<file path="config.mk">
export PLATFORM = sky130hd
export DESIGN_NAME = full_decoder
export DESIGN_NICKNAME = d
export VERILOG_FILES = /design/src/rtl/full_decoder.sv
export SDC_FILE = /design/constraint.sdc
export NUM_CORES = 1
export LEC_CHECK = 0
export ABC_CLOCK_PERIOD_IN_PS = 2600
export CORE_AREA = 2 2 39 41
export DETAILED_ROUTE_END_ITERATION = 12
export DIE_AREA = 0 0 41 43
export GPL_ROUTABILITY_DRIVEN = 0
export GPL_TIMING_DRIVEN = 1
export HOLD_SLACK_MARGIN = 0.08
export PLACE_DENSITY = 0.74
export SYNTH_ARGS = -nofsm -noshare
export SYNTH_HDL_FRONTEND = slang
export SYNTH_SLANG_ARGS = --single-unit
</file>
<file path="constraint.sdc">
create_clock -name clk -period 2.6 [get_ports clk]
set_input_delay 0.52 -clock clk [delete_from_list [all_inputs] [get_ports clk]]
set_output_delay 0.52 -clock clk [all_outputs]
set_load 0.05 [all_outputs]
</file>
<file path="src/rtl/full_decoder.sv">
// full_decoder: control unit of the single-core RISC-V datapath.
// It decodes opcode, funct3, funct7[5] and the ALU zero flag into an
// 11-bit control word. The word is computed combinationally and then
// held in an output register, so it appears one cycle after its inputs.
//
// Ports:
//   clk          in   1   system clock, rising-edge active
//   reset        in   1   synchronous, active-high reset
//   zero         in   1   ALU result-equals-zero flag
//   op           in   7   instruction opcode, instr[6:0]
//   funct3       in   3   instr[14:12]
//   funct7       in   1   instr[30] (funct7 bit 5)
//   control_word out  11  registered control bundle
//
// control_word layout:
//   [10] RegWrite  [9:8] ImmSrc  [7] ALUSrc  [6] MemWrite
//   [5:4] ResultSrc  [3] PCSrc  [2:0] ALUControl
module full_decoder (
    input  logic        clk,
    input  logic        reset,
    input  logic        zero,
    input  logic [6:0]  op,
    input  logic [2:0]  funct3,
    input  logic        funct7,
    output logic [10:0] control_word
);

    localparam int unsigned CW_W     = 11;
    localparam int unsigned ALUOP_W  = 2;
    localparam int unsigned ALUCTL_W = 3;

    // Recognised opcodes
    localparam logic [6:0] OP_LW    = 7'b0000011;
    localparam logic [6:0] OP_SW    = 7'b0100011;
    localparam logic [6:0] OP_RTYPE = 7'b0110011;
    localparam logic [6:0] OP_BEQ   = 7'b1100011;
    localparam logic [6:0] OP_ITYPE = 7'b0010011;
    localparam logic [6:0] OP_JAL   = 7'b1101111;

    // ALU operation encodings
    localparam logic [ALUCTL_W-1:0] ALU_ADD = 3'b000;
    localparam logic [ALUCTL_W-1:0] ALU_SUB = 3'b001;
    localparam logic [ALUCTL_W-1:0] ALU_AND = 3'b010;
    localparam logic [ALUCTL_W-1:0] ALU_OR  = 3'b011;
    localparam logic [ALUCTL_W-1:0] ALU_XOR = 3'b100;
    localparam logic [ALUCTL_W-1:0] ALU_SLT = 3'b101;

    // Main decoder outputs
    logic                reg_write;
    logic [1:0]          imm_src;
    logic                alu_src;
    logic                mem_write;
    logic [1:0]          result_src;
    logic                branch;
    logic [ALUOP_W-1:0]  alu_op;
    logic                jump;

    // ALU decoder / branch logic outputs
    logic [ALUCTL_W-1:0] alu_control;
    logic                pc_src;

    // Output register
    logic [CW_W-1:0]     control_word_d;
    logic [CW_W-1:0]     control_word_q;

    // Main decoder: opcode -> datapath controls; unknown opcodes give all zeros
    always_comb begin
        reg_write  = 1'b0;
        imm_src    = 2'b00;
        alu_src    = 1'b0;
        mem_write  = 1'b0;
        result_src = 2'b00;
        branch     = 1'b0;
        alu_op     = 2'b00;
        jump       = 1'b0;
        case (op)
            OP_LW: begin
                reg_write  = 1'b1;
                alu_src    = 1'b1;
                result_src = 2'b01;
            end
            OP_SW: begin
                imm_src    = 2'b01;
                alu_src    = 1'b1;
                mem_write  = 1'b1;
            end
            OP_RTYPE: begin
                reg_write  = 1'b1;
                alu_op     = 2'b10;
            end
            OP_BEQ: begin
                imm_src    = 2'b10;
                branch     = 1'b1;
                alu_op     = 2'b01;
            end
            OP_ITYPE: begin
                reg_write  = 1'b1;
                alu_src    = 1'b1;
                alu_op     = 2'b10;
            end
            OP_JAL: begin
                reg_write  = 1'b1;
                imm_src    = 2'b11;
                result_src = 2'b10;
                jump       = 1'b1;
            end
            default: ;
        endcase
    end

    // ALU decoder: funct3 selects the operation for R/I-type.
    // Subtraction needs op[5] so that addi with instr[30]=1 still adds.
    always_comb begin
        alu_control = ALU_ADD;
        case (alu_op)
            2'b00: alu_control = ALU_ADD;
            2'b01: alu_control = ALU_SUB;
            2'b10: begin
                case (funct3)
                    3'b000:  alu_control = (op[5] & funct7) ? ALU_SUB : ALU_ADD;
                    3'b010:  alu_control = ALU_SLT;
                    3'b100:  alu_control = ALU_XOR;
                    3'b110:  alu_control = ALU_OR;
                    3'b111:  alu_control = ALU_AND;
                    default: alu_control = ALU_ADD;
                endcase
            end
            default: alu_control = ALU_ADD;
        endcase
    end

    // Branch/jump: take the branch target on beq-with-zero or any jal
    always_comb begin
        pc_src = (branch & zero) | jump;
    end

    // Pack the control word
    always_comb begin
        control_word_d = {reg_write, imm_src, alu_src, mem_write,
                          result_src, pc_src, alu_control};
    end

    // Output register; reset wins over decoding
    always_ff @(posedge clk) begin
        if (reset) begin
            control_word_q <= '0;
        end else begin
            control_word_q <= control_word_d;
        end
    end

    assign control_word = control_word_q;

endmodule

</file>
# ---- Word-level counts from Yosys, hierarchy flattened
# Index checks and enable logic that the tools add are counted.
dict set report op_classes {
  eq_ne 12
  mux 11
  n_bitwise 3
  n_reduce_logical 4
}
# operator count
set ops {}
lappend ops {{3-bit one-hot mux with 5 select lines} 1}
lappend ops {{7-bit by 6-bit == test with 1-bit output, second input constant} 2}
lappend ops {{7-bit == test, second input constant} 2}
lappend ops {{3-bit == test, second input constant} 3}
lappend ops {{2-bit one-hot mux with 2 select lines} 2}
lappend ops {{7-bit by 2-bit == test with 1-bit output, second input constant} 1}
lappend ops {{7-bit by 5-bit == test with 1-bit output, second input constant} 1}
lappend ops {{1-bit two-way mux} 6}
lappend ops {{2-bit one-hot mux with 3 select lines} 1}
lappend ops {{3-bit one-hot mux with 2 select lines} 1}
lappend ops {{4-bit OR reduction} 1}
lappend ops {{3-bit by 2-bit == test with 1-bit output, second input constant} 1}
lappend ops {{3-bit zero test} 1}
lappend ops {{3-bit OR reduction} 1}
lappend ops {{1-bit AND} 2}
lappend ops {{2-bit by 1-bit == test with 1-bit output, second input constant} 1}
lappend ops {{2-bit == test, second input constant} 1}
lappend ops {{2-bit OR reduction} 1}
lappend ops {{1-bit OR} 1}
dict set report word_totals {
  ff_bits 11
  input_bits 14
}

# ---- Logic depth before layout (Yosys ltp)
# Gate-level depths: netlist of run 1.
dict set report logic_depth {
  word_depth 5
  depth_mapped 6
  ltp_nobuf 6
}

# ---- Worst setup path after synthesis of run 1
# Ideal clock, no wire load.
dict set report synth_path {
  path_kind {input-to-reg}
  startpoint {in op[6]}
  endpoint {reg control_word_q[0], in the netlist control_word[0]}
  setup_ns 0.074
  t_arrival_ns 1.534
  required_ns 2.526
  path_slack_ns 0.991
  cell_stages 6
  cell_sequence {nor3_4 -> and4_4 -> ha_1 -> nor2_1 -> nand3b_1 -> o21ai_0}
}
dict set report synth_between {
  elab_chain_len 5
}
# item line
set synth_rtl {}
lappend synth_rtl {{start, declared} 22} ;# input logic [6:0] op,
lappend synth_rtl {{7-bit by 5-bit == test with 1-bit output / 7-bit by 6-bit == test with 1-bit output (equally long branches)} 76} ;# case (op)
lappend synth_rtl {{2-bit OR reduction (no line)} --}
lappend synth_rtl {{2-bit one-hot mux with 2 select lines *} 76}
lappend synth_rtl {{2-bit == test / 2-bit by 1-bit == test with 1-bit output (equally long branches)} 115} ;# case (alu_op)
lappend synth_rtl {{3-bit one-hot mux with 2 select lines *} 115}
lappend synth_rtl {{end signal, assigned} 148} ;# control_word_q <= control_word_d;
lappend synth_rtl {{end, declared} 64} ;# logic [CW_W-1:0] control_word_q;
# Every way passes the cells marked *; elsewhere a longest branch is shown, timed or not.
# A chain may end at the register's enable or synchronous reset.

# ---- Worst setup path in the final report of run 1
dict set report layout_path {
  startpoint {in op[2]}
  endpoint {reg control_word_q[0], in the netlist control_word[0]}
}
# Same word-level chain as after synthesis.

==> results of run 1 <==
metal layers:
| metal | up-vias | track usage (%) | wire [µm] |
|---|---|---|---|
| met5 | - | 0 | 0 |
| met4 | 0 | 10.00 | 0 |
| met3 | 0 | 0.5236 | 39 |
| met2 | 15 | 15.31 | 425 |
| met1 | 184 | 15.89 | 410 |
| li1 | 227 | - | - |
worst paths after layout:
| path | to | depth (start not counted) |
|---|---|---|
| hold / removal | control_word[3] | 3 |
| setup / recovery | control_word[0] | 7 |
final cells by class:
class / instances / area share (%)
repair buffers: 24 / 32.71
clock buffers: 4 / 3.578
multi-input cells: 33 / 28.96
inverters: 4 / 2.044
flip-flops and latches: 11 / 29.98
well taps: 16 / 2.726
cells by family (layout without fill, tap and decap cells):
kind of cell	after synthesis	after routing	share of synthesized area [%]
adders and majority gates	2	2	5.586
DFF	11	11	49.16
AOI/OAI and AO/OA	6	6	7.820
xor gates and xnor gates	1	1	1.956
buffers and inverters	4	32	3.351
and+or+nand+nor	24	24	32.13
critical path, delay by kind of cell:
kind            cells  cell delay (ps)
buf+inv             1              510
fa+ha+maj           1              220
compound gates      1              150
simple gates        4              750
placed cells by master (no fill, tap or decap), drive strengths merged:
| cell | synthesis | routed |
|---|---|---|
| nand2 | 5 | 5 |
| ha | 2 | 2 |
| nor3 | 3 | 3 |
| inv | 4 | 4 |
| a21oi | 3 | 3 |
| clkbuf | 0 | 4 |
| nand2b | 1 | 1 |
| nand4 | 1 | 1 |
| a31oi | 1 | 1 |
| xnor2 | 1 | 1 |
| nor2 | 7 | 7 |
| and4b | 1 | 1 |
| a32oi | 1 | 1 |
| o21ai | 1 | 1 |
| nand3b | 2 | 2 |
| clkdlybuf4s50 | 0 | 24 |
| and4 | 1 | 1 |
| dfxtp | 11 | 11 |
| and3 | 1 | 1 |
| and3b | 2 | 2 |
per-stage QoR:
| stage | setup slack (ps) | instance area, µm² | power [mW] |
|---|---|---|---|
| finish | 626.5 | 734.5 | 0.3200 |
| global route | 486.8 | 734.5 | 0.3329 |
| CTS | 639.7 | 734.5 | 0.3239 |
| detailed placement | 356.1 | 708.2 | 0.2167 |
| global placement | 380.9 | 708.2 | 0.2163 |
| floorplan | 991.4 | 447.9 | 0.1874 |
power breakdown:
| part | internal [mW] | switching (mW) |
|---|---|---|
| clock network | 0.0591 | 0.0476 |
| registers | 0.169 | 0.000150 |
| logic | 0.0249 | 0.0190 |
==> metrics.md, run 1 <==
| Metric | Value |
|---|---|
| H-tree depth | 1 |
| Reg clk slew, reported paths | 60 ps |
| Synthesized flop and latch total | 11 |
| Vias in the first global route | 347 |
| Antenna cells | 0 |
| Top cells by count, synth | dfxtp_1, nor2_1, nand2_1, a21oi_1, inv_1 |
| Unique masters post-synth | 20 |
| Routed wire per std cell | 9.500 µm |
| Via Count | 426 |
| Largest net degree at the start of global routing | 7 |
| Die ar. | 1763 µm² |
| DR iter-0 viols | 9 |
| # IOs | 25 |
| Measured slew at the worst slew-check pin | 496.2 ps |
| DP Cell Count | 88 |
| Initial antenna violation count | 0 |
| Largest cells by area after synthesis | dfxtp_1, nor2_1, ha_1, nand2_1, and3b_1 |
| Top cell type's share of synthesized area | 49.16% |
| Clk buf depth | 2 |
| Worst-path cell chain | clkdlybuf4s50_1, nor3_4, and4_4, ha_1, nor2_1, nand3b_1, o21ai_0 |
| Seq/Total Area, Yosys | 49.16% |
| Final Hold Vio Count | 0 |
| Net count after synthesis | 64 |
| Top-count cell post-synth | dfxtp_1 |
| Post-DRT Antenna Nets | 0 |
| Slew margin rel. | 66.82% |
| Syn avg cell area | 9.332 µm² |
| Max reg flops | 11 |
| Final Non-Filler Cells | 92 |
| Final core occ | 53.07% |
| Num CTS Buffers | 3 |
| First-pass GRT wire length | 1393 µm |
| Gate Count Post-Synth | 48 |
| Worst Path Arrival | 2160 ps |
| Share of layout cells above drive strength 1 | 7.895% |
| Min-delay worst type | primary input to register |
| Pleak | 0.2885 nW |
| Setup TNS | 0 ps |
| RSZ-0062 raised after global routing | false |
| Crit Path Max Fanout | 5 |
| Maximum vdd ir drop | 0.1605 mV |
| Status | complete, no violations |
| Dpl hpwl | 723.4 µm |
| Worst EP required | 2790 ps |
| DRT Wirelength | 874 µm |
| Die H | 43 µm |
| Slowest stage delay, CP | 510 ps |
| Port bufs | 24 |
| DRC viols | 0 |
| Syn-to-layout area delta | 63.97% |
| Max cap viols | 0 |
| Number of flops mapped to enable cells by yosys | 0 |
| CP Class | primary input to register |
| Achievable Freq | 506.7 MHz |
| Setup crit end kind | register |
| Postcts setup bufs | 0 |
| Root buffer cell | clkbuf_4 |
| # resized after CTS | 0 |
| Core Footprint | 1384 µm² |
| Vias per cell | 4.630 |
| Synth Cell Area | 447.9 µm² |
| Setup crit start kind | primary input |
| Hold buffers post-CTS | 0 |
| Max Slew Vio Count | 0 |
| Warnings, synthesis | 0 |
| Area occupied by multi-input gates | 212.7 µm² |
| CTS tree | yes |
| Hold slack | 825.2 ps |
| GRT Overall Usage | 11.45% |
| Fillers | 139 |
| CP max-delay cell | clkdlybuf4s50_1 |
| Die W | 41 µm |
| Congestion Overflow GR | 0 |
| Yosys top cell by area | dfxtp_1 |
| Clock Sink Count | 11 |
| Async S/R FF share, synth | 0% |
| Hold path start | zero |
| Row count | 14 |
| Clock period minus worst slack | 1973 ps |
| CP Launch Point | op[2] |
| Setup violators final | 0 |
| Initial core utilization | 32.37% |
| Top_reg_cell synth | dfxtp_1 |
| Storage cell area | 220.2 µm² |
| Final Net Count | 93 |
| Fin crit share | 75.90% |
| Total iterations of the first detailed-routing run | 4 |
| Power Density | 435.7 nW/µm² |
Note: power is estimated with default switching activity, not from simulation.
==> run 2: changes to the inputs <==
==> config.mk (replaced) <==
export PLATFORM = sky130hd
export DESIGN_NAME = full_decoder
export DESIGN_NICKNAME = d
export VERILOG_FILES = /design/src/rtl/full_decoder.sv
export SDC_FILE = /design/constraint.sdc
export NUM_CORES = 1
export LEC_CHECK = 0
export ABC_CLOCK_PERIOD_IN_PS = 1800
export CORE_MARGIN = 1
export CORE_UTILIZATION = 32
export DETAILED_ROUTE_END_ITERATION = 12
export GPL_ROUTABILITY_DRIVEN = 0
export GPL_TIMING_DRIVEN = 1
export HOLD_SLACK_MARGIN = 0.08
export PLACE_DENSITY = 0.73
export SYNTH_ARGS = -nofsm -noshare
export SYNTH_HDL_FRONTEND = slang
export SYNTH_SLANG_ARGS = --single-unit
==> constraint.sdc (replaced) <==
create_clock -name clk -period 1.8 [get_ports clk]
set_input_delay 0.36 -clock clk [delete_from_list [all_inputs] [get_ports clk]]
set_output_delay 0.36 -clock clk [all_outputs]
set_load 0.05 [all_outputs]
==> run 2 against run 1 <==
Sequential power grew 45%. Final area grew 7.3%. Critical path depth shrank 6. Sequential share of layout area shrank 2.0 points. Clock power grew 48%. Worst hold slack lost 330 ps. First-iteration DRC count grew 67%. Core utilization grew 7.5 points. Count of clock-buffer cells in the layout is the same. Via count grew 8.2%. Total power grew 49%. Non-clock buffer count grew 9. Critical endpoint is now control_word[2]. Highest routed layer unchanged.
==> metrics.md, run 2 (synthesis results as in run 1) <==
| Metric | Value |
|---|---|
| Setup TNS | 0 ps (unchanged) |
| Row count | 13 (-1) |
| Pleak | 0.3789 nW (+31%) |
| Port bufs | 24 (unchanged) |
| Die ar. | 1554 µm² (-12%) |
| Congestion Overflow GR | 0 (unchanged) |
| Final Net Count | 102 (+9.7%) |
| CTS tree | yes |
| Worst Path Arrival | 1360 ps (-800 ps) |
| Die H | 39.42 µm (-8.3%) |
| Crit Path Max Fanout | 1 (-4) |
| Crit path max-delay family | buffers and inverters |
| Clk buf depth | 2 (unchanged) |
| Storage cell area | 220.2 µm² (unchanged) |
| Worst setup margin | 77.48 ps (-549.0 ps) |
| Maximum vdd ir drop | 0.2973 mV (+85%) |
| Root buffer cell | clkbuf_4 |
| CP max-delay cell | clkdlybuf4s50_1 |
| Fin crit share | 95.70% |
| Routed wire per std cell | 9.480 µm (-0.21%) |
| Vias in the first global route | 374 (+7.8%) |
| Largest net degree at the start of global routing | 7 (unchanged) |
| GRT Overall Usage | 13.70% (+2.2 points) |
| Slowest stage delay, CP | 800 ps (+290 ps) |
| Initial antenna violation count | 0 (unchanged) |
| Reg clk slew, reported paths | 70 ps (about the same) |
| Num CTS Buffers | 3 (unchanged) |
| DRT Wirelength | 948 µm (+8.5%) |
| Clock Sink Count | 11 (unchanged) |
| Status | complete, no violations |
| Hold slack | 493.0 ps (-332.3 ps) |
| Achievable Freq | 580.5 MHz |
| Dpl hpwl | 790.9 µm (+9.3%) |
| Final Hold Vio Count | 0 (unchanged) |
| Setup crit start kind | register |
| Setup violators final | 0 (unchanged) |
| DP Cell Count | 95 (+8.0%) |
| Syn-to-layout area delta | 75.98% |
| Min-delay worst type | primary input to register |
| DR iter-0 viols | 15 (+6) |
| Die W | 39.42 µm (-3.9%) |
| Critical path buffers and inverters | 1 (unchanged) |
| Final Non-Filler Cells | 100 (+8.7%) |
| Hold buffers post-CTS | 0 (unchanged) |
| Worst EP required | 1440 ps (-1350 ps) |
| Setup crit end kind | output port |
| Core Footprint | 1301 µm² (-6.0%) |
| Dpl ws | -239.8 ps (-595.9 ps) |
| Measured slew at the worst slew-check pin | 499.6 ps (+3.438 ps) |
| Vias per cell | 4.610 (-0.44%) |
| Post-DRT Antenna Nets | 0 (unchanged) |
| Slew margin rel. | 66.59% (-0.23 points) |
| Most frequent cells in the layout | buf_4, clkdlybuf4s50_1, dfxtp_1, nor2_1, nand2_1 |
| Antenna cells | 0 (unchanged) |
| Clock period minus worst slack | 1723 ps |
| Fillers | 119 (-14%) |
| Power Density | 605.1 nW/µm² (+39%) |
| Worst-path cell chain | clkdlybuf4s50_1 |
| Initial core utilization | 34.42% (+2.1 points) |
| Max cap viols | 0 (unchanged) |
| Max Slew Vio Count | 0 (unchanged) |
| Area occupied by multi-input gates | 215.2 µm² (+1.2%) |
| Max reg flops | 11 (unchanged) |
| Share of layout cells above drive strength 1 | 29.41% (+22 points) |
| CP Class | register to output port |
| H-tree depth | 1 (unchanged) |
| DRC viols | 0 (unchanged) |
| Total iterations of the first detailed-routing run | 4 (unchanged) |
| # IOs | 25 (unchanged) |
| First-pass GRT wire length | 1359 µm (-2.4%) |
| Most common library cell in the layout ignoring fill and taps | buf_4 |
| Via Count | 461 (+8.2%) |
-- run 2: cell types whose count changed in the layout (fill, tap and decap cells not counted), sizes merged --
| cell | delta |
|---|---|
| dlymetal6s2s | +3 |
| buf | +18 |
| clkdlybuf4s50 | -12 |
-- run 2: per-layer routing --
layer	vias up	GRT usage, %	wire, µm
met2	18	19.26	464
met3	0	5.114	60
met4	0	10.34	0
met1	203	16.49	423
li1	240	-	-
met5	-	0	0
-- run 2: cell type report --
class                           instances  area share (%)
Sequential cell                        11           27.94
Clock buffer                            4           3.333
Tap cell                               15           2.381
Multi-Input combinational cell         33           27.30
Inverter                                4           1.905
Timing Repair Buffer                   33           37.14
-- run 2: where the power goes --
| group | total [mW] | switching [mW] | internal, mW |
|---|---|---|---|
| Clock | 0.158 | 0.0729 | 0.0855 |
| Combinational | 0.0740 | 0.0298 | 0.0442 |
| Sequential | 0.245 | 0.000266 | 0.244 |
| Total | 0.477 | 0.103 | 0.374 |
-- run 2: path summary, 6_finish.rpt --
path	from	to	cells past startpoint
worst max-delay path	control_word[2]	control_word[2]	1
worst min-delay path	op[2]	control_word[5]	3
-- run 2: stage by stage --
stage	cell area [µm²]	utilization, %	total power, mW
final	788.3	60.58	0.4770
after global routing	788.3	60.58	0.4982
after CTS	770.7	59.23	0.4815
after detailed placement	744.5	57.21	0.3239
after global placement	744.5	57.21	0.3230
after floorplan	447.9	-	0.2706
-- run 2: worst min-delay path: cells and delay by family --
| family | cells | cell delay [ps] |
|---|---|---|
| simple gates | 2 | 160 |
| buf+inv | 1 | 180 |
-- run 2: timing repair --
| item | 4_1_cts | 5_1_grt |
|---|---|---|
| resized for setup | 0 | 4 |
| setup endpoints to repair | 0 | 2 |
| setup buffers | 0 | 1 |
==> run 3: changes to the inputs <==
--- a/config.mk
+++ b/config.mk
@@ -8,10 +8,11 @@
 export ABC_CLOCK_PERIOD_IN_PS = 1800
 export CORE_MARGIN = 1
 export CORE_UTILIZATION = 32
+export CTS_CLUSTER_SIZE = 25
 export DETAILED_ROUTE_END_ITERATION = 12
 export GPL_ROUTABILITY_DRIVEN = 0
 export GPL_TIMING_DRIVEN = 1
-export HOLD_SLACK_MARGIN = 0.08
+export HOLD_SLACK_MARGIN = 0.05
 export PLACE_DENSITY = 0.73
 export SYNTH_ARGS = -nofsm -noshare
 export SYNTH_HDL_FRONTEND = slang
==> results of run 3 <==
The final DEF is identical to that of run 2; final timing and power are the same.
